===== config.mk =====
export PLATFORM = sky130hd
export DESIGN_NAME = shift_add_multiplier
export DESIGN_NICKNAME = d
export VERILOG_FILES = /design/src/rtl/shift_add_multiplier.sv
export SDC_FILE = /design/constraint.sdc
export NUM_CORES = 1
export LEC_CHECK = 0
export ABC_CLOCK_PERIOD_IN_PS = 2200
export CAP_MARGIN = 20
export CORE_MARGIN = 2
export CORE_UTILIZATION = 47
export CTS_BUF_LIST = sky130_fd_sc_hd__clkbuf_8
export CTS_CLUSTER_SIZE = 16
export DETAILED_ROUTE_END_ITERATION = 8
export PLACE_DENSITY_LB_ADDON = 0.25
export SKIP_LAST_GASP = 1
export SYNTH_ARGS = -nofsm -noshare
export SYNTH_HDL_FRONTEND = slang
export SYNTH_SLANG_ARGS = --single-unit
export TNS_END_PERCENT = 1

===== constraint.sdc =====
create_clock -name clk -period 2.2 [get_ports clk]
set_clock_uncertainty 0.05 [all_clocks]
set_input_delay 0.55 -clock clk [delete_from_list [all_inputs] [get_ports clk]]
set_output_delay 0.55 -clock clk [all_outputs]
set_load 0.01 [all_outputs]

===== src/rtl/shift_add_multiplier.sv =====
// -----------------------------------------------------------------------------
// shift_add_multiplier
//
// Multi-cycle WIDTH x WIDTH -> 2*WIDTH unsigned multiplier. It performs one
// partial-product step per clock and relies on an external WIDTH-bit add/sub
// unit for every step. Each RUN cycle this block drives the adder with the
// upper accumulator half and, when the current multiplier bit is set, the
// multiplicand. On the clock edge it takes the adder's sum and carryout and
// shifts the whole accumulator right by one bit.
//
// Ports:
//   clk           rising-edge clock
//   reset         synchronous, active-high reset
//   start         multiply request, accepted only in IDLE or DONE
//   op_a / op_b   multiplicand / multiplier, captured on an accepted start
//   busy          high while iterating (RUN)
//   done          one-cycle pulse in the cycle product becomes valid
//   product       registered result, held until the next result or reset
//   add_a, add_b  operands driven to the external adder (0 outside RUN)
//   add_carryin   adder carry-in / subtract select, always 0
//   add_slt       adder set-less-than select, always 0
//   add_sum       adder sum returned to this block
//   add_carryout  adder carryout returned to this block
// -----------------------------------------------------------------------------
module shift_add_multiplier #(
    parameter int WIDTH = 32,
    parameter int ITER  = 32
) (
    input  logic                 clk,
    input  logic                 reset,
    input  logic                 start,
    input  logic [WIDTH-1:0]     op_a,
    input  logic [WIDTH-1:0]     op_b,
    output logic                 busy,
    output logic                 done,
    output logic [2*WIDTH-1:0]   product,
    output logic [WIDTH-1:0]     add_a,
    output logic [WIDTH-1:0]     add_b,
    output logic                 add_carryin,
    output logic                 add_slt,
    input  logic [WIDTH-1:0]     add_sum,
    input  logic                 add_carryout
);

    localparam int CNT_W = (ITER > 1) ? $clog2(ITER) : 1;

    typedef enum logic [1:0] {
        S_IDLE,
        S_RUN,
        S_DONE
    } state_t;

    state_t               state_q, state_d;
    logic [WIDTH-1:0]     mcand_q, mcand_d;
    logic [WIDTH-1:0]     acc_hi_q, acc_hi_d;
    logic [WIDTH-1:0]     acc_lo_q, acc_lo_d;
    logic [CNT_W-1:0]     count_q, count_d;
    logic [2*WIDTH-1:0]   product_q, product_d;

    // The adder result, with its carryout as the extra top bit, concatenated
    // with the still-unconsumed multiplier bits. This is the accumulator after
    // the shift-right step.
    logic [2*WIDTH-1:0]   acc_shifted;
    logic                 last_iter;

    assign acc_shifted = {add_carryout, add_sum, acc_lo_q[WIDTH-1:1]};
    assign last_iter   = (count_q == CNT_W'(ITER - 1));

    // This block only adds. Subtraction and the slt path are never enabled.
    assign add_carryin = 1'b0;
    assign add_slt     = 1'b0;

    assign product     = product_q;

    always_comb begin
        // NOTE: every signal written here gets a default first. A branch that
        // skips an assignment would otherwise infer a latch.
        state_d   = state_q;
        mcand_d   = mcand_q;
        acc_hi_d  = acc_hi_q;
        acc_lo_d  = acc_lo_q;
        count_d   = count_q;
        product_d = product_q;
        add_a     = '0;
        add_b     = '0;
        busy      = 1'b0;
        done      = 1'b0;

        unique case (state_q)
            S_IDLE: begin
                if (start) begin
                    mcand_d  = op_a;
                    acc_hi_d = '0;
                    acc_lo_d = op_b;
                    count_d  = '0;
                    state_d  = S_RUN;
                end
            end

            S_RUN: begin
                busy     = 1'b1;
                add_a    = acc_hi_q;
                // The LSB of acc_lo is the multiplier bit that the current
                // step consumes.
                add_b    = acc_lo_q[0] ? mcand_q : '0;
                acc_hi_d = acc_shifted[2*WIDTH-1:WIDTH];
                acc_lo_d = acc_shifted[WIDTH-1:0];
                count_d  = count_q + CNT_W'(1);
                if (last_iter) begin
                    // The result is registered on the final step so that it
                    // is already valid in the DONE cycle.
                    product_d = acc_shifted;
                    state_d   = S_DONE;
                end
            end

            S_DONE: begin
                done = 1'b1;
                if (start) begin
                    mcand_d  = op_a;
                    acc_hi_d = '0;
                    acc_lo_d = op_b;
                    count_d  = '0;
                    state_d  = S_RUN;
                end else begin
                    state_d  = S_IDLE;
                end
            end

            default: begin
                state_d = S_IDLE;
            end
        endcase
    end

    always_ff @(posedge clk) begin
        // NOTE: state registers use non-blocking assignments so that every
        // register samples pre-edge values, whatever order the statements are in.
        if (reset) begin
            state_q   <= S_IDLE;
            mcand_q   <= '0;
            acc_hi_q  <= '0;
            acc_lo_q  <= '0;
            count_q   <= '0;
            product_q <= '0;
        end else begin
            state_q   <= state_d;
            mcand_q   <= mcand_d;
            acc_hi_q  <= acc_hi_d;
            acc_lo_q  <= acc_lo_d;
            count_q   <= count_d;
            product_q <= product_d;
        end
    end

endmodule

=== Word level (Yosys, flattened, before mapping) ===
Index checks and enable logic that the tools add are counted.

* Register bits after elaboration: 167
* Input port bits: 100
* Output and inout port bits: 132
* Logic and storage cells: 35

* $add $sub $neg: 1
* Equal/unequal tests: 6
* Muxes and demuxes: 15
* Reduce and logical (&&, ||, !) cells: 7

{| class="wikitable"
|+ Operators with widths
! operator !! count
|-
| 32-bit 2-to-1 mux || 5
|-
| 32-bit one-hot mux with 2 select lines || 2
|-
| 5-bit one-hot mux with 2 select lines || 1
|-
| 2-bit AND reduction || 4
|-
| 2-bit one-hot mux with 3 select lines || 1
|-
| 5-bit by 1-bit adder with 5-bit output, second input constant || 1
|-
| 5-bit == test, second input constant || 1
|-
| 5-bit 2-to-1 mux || 1
|-
| 2-bit 2-to-1 mux || 2
|-
| 2-bit != test, second input constant || 2
|-
| 1-bit 2-to-1 mux || 3
|-
| 2-bit by 1-bit == test with 1-bit output, second input constant || 1
|-
| 2-bit == test, second input constant || 1
|-
| 2-bit logical NOT || 1
|-
| 2-bit by 1-bit != test with 1-bit output, second input constant || 1
|-
| 2-bit nonzero test || 1
|-
| 2-bit OR reduction || 1
|}

=== Logic depth before layout (Yosys ltp) ===
Gate-level depths: netlist (run 1).

* Word-level depth: 4
* Mapped depth: 8
* Depth with buffers taken out: 6

=== Worst setup path after synthesis (run 1) ===
Ideal clock, no wire load.

* Path kind: register -> output
* Start: register state_q[1]
* End: output add_b[18]
* Data arrival time: 1.153 ns
* Data required time: 1.600 ns
* Setup slack: 0.447 ns
* Stages on the path, launching flop included: 6
* Buffers on the path: 2
* Path through: dfxtp_1 nand2b_1 inv_2 buf_2 clkbuf_1 and3_1

* Word-level cells in the longest chain between the ends: 2

{| class="wikitable"
|+ Ends and longest elaborated chain
! what !! line !! RTL
|-
| start: declaration || 53 || <nowiki>state_t state_q, state_d;</nowiki>
|-
| start signal: assignment || 147 || <nowiki>state_q <= state_d;</nowiki>
|-
| 2-bit by 1-bit == test with 1-bit output || 89 || <nowiki>unique case (state_q)</nowiki>
|-
| 32-bit 2-to-1 mux || 89 ||
|-
| end: declaration || 38 || <nowiki>output logic [WIDTH-1:0] add_b,</nowiki>
|}

Every way passes these cells.

=== Final worst setup path (run 1) ===
* Start: register state_q[1]
* End: output add_b[7]

Same word-level chain as after synthesis.

==> impl_metrics.ini, run 1 <==
[run_status]
status = complete, but fails checks
violations = negative setup slack

[route]
route.vias.total = 6280
drc_errors = 0
via_per_inst = 5.190
ant_nets = 0
firstDrtPassIters = 6
post_drt_wl_per_cell_um = 15.24
drt_iter0_drc = 404
routed_wl_um = 18440

[global_route]
grt_use_total_pct = 23.72
overflow = 0
grt_pass1_wl_um = 28670
grt_pass1_vias = 5723
grt_start_max_net_pins = 69
antenna_found_initial = 0

[clock_network]
clock_sinks = 167
cts_inserted_buffers = 17
cts_hold_buf = 0
clockBufferDepth = 2
worstSkewPairLatency_ns = 0.44
path_clk_slew_ns = 0.09
cts_tree = yes
cts_root_buf = clkbuf_8
htreeDepth = 4

[hold_path]
hp-class = flip-flop to flip-flop

[final_layout]
drive_gt1_share_pct = 10.19
area_growth_pct = 43.24
final_cell_count_no_fill = 1210
diodes = 0
final_cell_mix = 226 x nand2_1, 165 x dfxtp_1, 162 x clkdlybuf4s50_1, 132 x a21oi_1, 35 x nand3_1
finish.utilization_pct = 69.28
mostFrequentLayoutCell = nand2_1
final_nets = 1119

[critical_path]
slowest_delay_ns = 0.33
cp-start-kind = flip-flop
r2r_slack_ns = 0.09
crit_type = flip-flop to output port
cp.arrival_ns = 1.61
crit_required_ns = 1.60
worstPathCellList = nand2b_4 > clkinv_8 > buf_12 > and3_1 > dlygate4sd2_1
cpMaxStageDelayCell = dfxtp_2
critical_path.max_fanout = 19
crit_buf_inv = 3
endpoint_kind = output port
crit_family = buffers and inverters

[power_and_ir_drop]
switching_share_pct = 24.90
pwr-share-clk_pct = 36.6
power_switching_mw = 1.617
p_leak_nw = 3.766
worst_ir_drop_vdd_v = 0.0003653
total_power_mw = 6.496
sequentialPowerShare_pct = 49.9
power.density_nw_per_um2 = 670.4
intPower_mw = 4.879
power.combinational.fraction_pct = 13.5

[floorplanning]
dieArea_um2 = 15370
die_x_um = 124.0
ios = 232
die_h_um = 124.0
core_area_um2 = 13990
initial_utilization_pct = 48.36
rows = 43

[sta]
worst_slack_ns = -0.01185
finalHoldViolations = 0
period_needed_ns = 2.212
rsz0062_at_grt = true
min_period_over_period_pct = 100.5
fin_setup_tns_ns = -0.02021
timing.final.max_slew_violations = 0
fmax_mhz = 452.1
setup_viol = 5

[synth]
synth_cell_types = 28
synth_area_um2 = 6765
ys_ff_latch = 167
ys_seq_area_share_pct = 49.42
yosys-top-cells-area = dfxtp_1 49%, nand2_1 13%, a21oi_1 9.8%
ys_warn_count = 0
synth_cells = 820
avgSynthCellArea_um2 = 8.250
yosys.area.top_type = dfxtp_1
synth_top_area_share_pct = 49.42

[place]
io_buffers = 229
gp_congestion = 0.7611
dp.cells = 1175
place_hpwl_um = 11840

[flow_run]
max_cap_violations = 0
==> kinds of logic (layout without fill, tap and decap cells) <==
group                      Yosys count  count (layout)  share of synthesized area (%)
buffers and inverters               79             288                          5.456
muxes                               33              33                          4.901
and+or+nand+nor                    372             372                          24.76
DFF                                167             167                          49.42
adders and majority gates            2               2                         0.3698
other                                1               2                        0.05543
AOI/OAI and AO/OA                  166             166                          15.04
==> cell usage after synthesis <==
cell	instances
mux2_2	1
nand2_1	226
nor3b_1	1
and3_1	33
buf_4	6
inv_2	1
a211oi_2	20
and3b_1	1
and2_1	32
nand2b_1	4
nor2_1	3
ha_1	2
buf_1	1
nand3b_1	1
o21a_1	1
nor2b_1	2
a21oi_1	132
dfxtp_1	167
nand3_1	35
conb_1	1
buf_2	40
nand2_2	1
nor3_1	32
a211oi_1	12
a311oi_1	1
mux2i_1	32
clkbuf_1	31
nand4_1	1
==> power groups by stage <==
stage	sequential (mW)	combinational (mW)	clock [mW]
2_1_floorplan	3.28	0.491	0
3_3_place_gp	3.31	0.840	0
3_5_place_dp	3.31	0.855	0
4_1_cts	3.24	0.879	2.42
5_1_grt	3.26	0.948	2.57
6_report	3.24	0.874	2.38
==> layer usage <==
layer  vias to the layer above  GRT usage, %  share of wire [%]
met5                         -             0                  0
met1                      2904         31.48                 44
met4                         0         8.146                1.9
met2                       206         36.95                 47
li1                       3142             -                  -
met3                        28         7.005                7.5
==> final cells by class <==
cell class	instances	area, µm²
clock buffer	19	261.5
timing repair buffer	255	2587
fill	1164	4298
sequential	167	3346
tap	180	225.2
clock inverter	13	178.9
inverter	1	16.27
multi-input combinational	575	3075
==> tightest hold or removal path: cells and delay by family, from the launching register on <==
family,cells,cell delay (ns)
flip-flops,1,0.31
AND/OR/NAND/NOR,1,0.05
AO/OA/AOI/OAI,1,0.05
==> registers in the layout, summed over array words and instances, names as in the netlist <==
| name | cells |
|---|---|
| product | 64 |
| acc_lo_q | 32 |
| mcand_q | 32 |
| state_q | 2 |
| count_q | 5 |
| acc_hi_q | 32 |
==> repair_timing <==
item	in CTS	in global routing
setup buffers	1	0
setup endpoints to repair	66	68
gates resized for setup	85	38
gates cloned	2	0
==> final timing paths <==
kind | start | to | cells after the start
worst max-delay path | state_q[1] | add_b[7] | 5
worst min register to register | mcand_q[9] | mcand_q[9] | 2
worst min-delay path | mcand_q[9] | mcand_q[9] | 2
worst max register to register | state_q[0] | product[53] | 6
==> metrics by stage <==
step / hold slack [ns] / area (µm²) / setup slack, ns
floorplan: 0.3819 / 6769 / 0.4470
global placement: 0.3907 / 9286 / 0.1060
detailed placement: 0.3962 / 9286 / 0.08372
CTS: 0.4076 / 9756 / -0.1570
global route: 0.4236 / 9691 / -0.07424
finish: 0.4040 / 9691 / -0.01185
Power figures use the tool's default switching activity.
==> inputs of run 2 (changes only) <==
Settings changed: ABC_AREA set to 1.
==> run 2 against run 1 <==
Net effect: the flow still finishes with violations (negative setup slack); area after synthesis increased by 2.1%; global-route usage increased by 0.60 points; final area decreased by 0.83%; total power decreased by 1.0%; synthesized cell count increased by 20%; non-clock buffer count decreased by 6; clock power decreased by 2%; final cell count increased by 14%; die area increased by 2.1%; routed wire length increased by 2.5%; hold slack improved by 0.018 ns; fmax decreased by 8.0%; largest power group unchanged.
==> impl_metrics.ini, run 2 <==
[sta]
finalHoldViolations = 0
worst_slack_ns = -0.2036
rsz0062_at_grt = true
timing.final.max_slew_violations = 0
period_needed_ns = 2.404
setup_viol = 46
worstMarginPinSlew_ns = 0.5760
fmax_mhz = 416.1
min_period_over_period_pct = 109.3
relSlewSlack_pct = 61.55
whs_ns = 0.4219

[global_route]
antenna_found_initial = 0
grt_use_total_pct = 24.32
grt_pass1_wl_um = 31650
overflow = 0
grt_start_max_net_pins = 97
grt_pass1_vias = 6550

[critical_path]
cpMaxStageDelayCell = clkdlybuf4s50_1
r2r_cells = 10
critical_path.max_fanout = 60
endpoint_kind = output port
crit_type = flip-flop to output port
cp-start-kind = flip-flop
r2r_end = product[46]
timing.rr.start = count_q[0]
crit_required_ns = 1.60
r2r_slack_ns = 0.27
cp.arrival_ns = 1.80
slowest_delay_ns = 0.55
worstPathCellList = inv_2 > nand2_4 > buf_12 > nor2_1 > clkdlybuf4s50_1

[clock_network]
cts_tree = yes
worstSkewPairLatency_ns = 0.45
htreeDepth = 4
path_clk_slew_ns = 0.08
cts_inserted_buffers = 17
clock_sinks = 167
cts_root_buf = clkbuf_8
clockBufferDepth = 2

[route]
ant_nets = 0
via_per_inst = 4.957
post_drt_wl_per_cell_um = 13.70
routed_wl_um = 18910
route.vias.total = 6841
drc_errors = 0
drt_iter0_drc = 486
firstDrtPassIters = 5

[power_and_ir_drop]
intPower_mw = 4.713
switching_share_pct = 26.71
worst_ir_drop_vdd_v = 0.0004169
pwr-share-clk_pct = 36.2
power.combinational.fraction_pct = 13.1
sequentialPowerShare_pct = 50.7
p_leak_nw = 4.076
power_switching_mw = 1.717
power.density_nw_per_um2 = 669.1

[place]
postPlaceCellArea_um2 = 9208
io_buffers = 229
dp.cells = 1348
gp_congestion = 0.7852
place_ws_ns = 0.1605
place_hpwl_um = 12350

[floorplanning]
ios = 232
die_h_um = 125.3
core_area_um2 = 14420
die_x_um = 125.3
dieArea_um2 = 15690
rows = 44
initial_utilization_pct = 47.91

[hold_path]
whs_endpoint = product[55]
holdPathStages = 2
hp-class = flip-flop to flip-flop
hold_start = product[55]

[synth]
synthTopCellsByCount = 261 x nor2_1, 231 x nand2_1, 167 x dfxtp_1
async_flop_share_pct = 0
synth_area_um2 = 6910
ys_seq_area_share_pct = 48.38
yosys.area.top_type = dfxtp_1
synth-edff-count = 0
yosys-top-cells-area = dfxtp_1 48%, nor2_1 14%, nand2_1 13%
ys_ff_latch = 167
synth_cell_types = 21
ys.flop_type = dfxtp_1
ys_warn_count = 0
yosysMostFrequentCell = nor2_1
synth_top_area_share_pct = 48.38
synth_cells = 988
avgSynthCellArea_um2 = 6.994

[final_layout]
largest_reg_flops = 64
fin_area_um2 = 9610
drive_gt1_share_pct = 5.351
mostFrequentLayoutCell = nor2_1
diodes = 0
final_nets = 1285
fillers = 1305
final_cell_mix = 261 x nor2_1, 231 x nand2_1, 208 x clkdlybuf4s50_1, 166 x dfxtp_1, 86 x o21ai_0
area_growth_pct = 39.07
final_cell_count_no_fill = 1380

[flow_run]
max_cap_violations = 0

[run_status]
status = complete, but fails checks
violations = negative setup slack
[run 2: stage by stage]
stage	utilization, %	setup TNS (ns)	total power, mW
floorplan	-	0	3.828
global placement	63.84	0	4.158
detailed placement	63.84	0	4.177
CTS	66.61	-9.927	6.473
global route	66.63	-13.15	6.727
finish	66.63	-7.783	6.430
[run 2: final cells by class]
cell class	instances	area [µm²]	area share [%]
repair buffers	249	2482	25.83
multi-input cells	706	2965	30.86
inverters	42	163.9	1.706
clock inverters	14	176.4	1.836
well taps	184	230.2	2.396
clock buffers	18	247.7	2.578
flip-flops and latches	167	3344	34.80
[run 2: how the worst max path moves through the flow]
stage,startpoint,end,slack (ns),cells after the start
3_3_place_gp,start,acc_lo_q[26],0.20,6
6_report,state_q[1],add_a[4],-0.20,5
5_1_grt,acc_lo_q[0],add_b[25],-0.31,4
2_1_floorplan,state_q[0],add_a[20],0.49,6
4_1_cts,state_q[1],add_a[23],-0.24,5
3_5_place_dp,reset,product[46],0.16,6
[run 2: repair_timing]
item | in CTS | in global routing
resized for setup | 21 | 1
hold buffers | 0 | 0
endpoints found under the setup margin | 66 | 66
cloned | 0 | 0
buffers inserted | 0 | 0
[run 2: power by group through the flow]
| stage | Combinational, mW | Clock (mW) | Sequential (mW) |
|---|---|---|---|
| floorplan | 0.526 | 0 | 3.30 |
| global placement | 0.836 | 0 | 3.32 |
| detailed placement | 0.849 | 0 | 3.33 |
| CTS | 0.847 | 2.37 | 3.26 |
| global route | 0.949 | 2.50 | 3.28 |
| finish | 0.845 | 2.33 | 3.26 |
[run 2: critical path: cells and delay by family (launching register included)]
| family | cells | cell delay (ns) |
|---|---|---|
| flip-flops | 1 | 0.33 |
| AND/OR/NAND/NOR | 2 | 0.20 |
| buffers and inverters | 3 | 0.81 |
[run 2: cells by family after synthesis]
family,Yosys count,share of synthesized area [%]
AOI/OAI and AO/OA,137,9.922
DFF,167,48.38
and+or+nand+nor,565,32.52
adders and majority gates,2,0.3621
buffers and inverters,116,8.763
other,1,0.05427
[run 2: layer usage]
layer	routed length [µm]	vias to the layer above	global-route usage, %
met4	412	0	8.235
met2	8943	210	40.06
met3	1402	27	7.745
met5	0	-	0
met1	8146	3132	30.24
li1	-	3472	-
==> inputs of run 3 (changes only) <==
Settings changed: CAP_MARGIN 20 to unset.
==> results of run 3 <==
The final DEF is identical to that of run 2; final timing and power are the same.
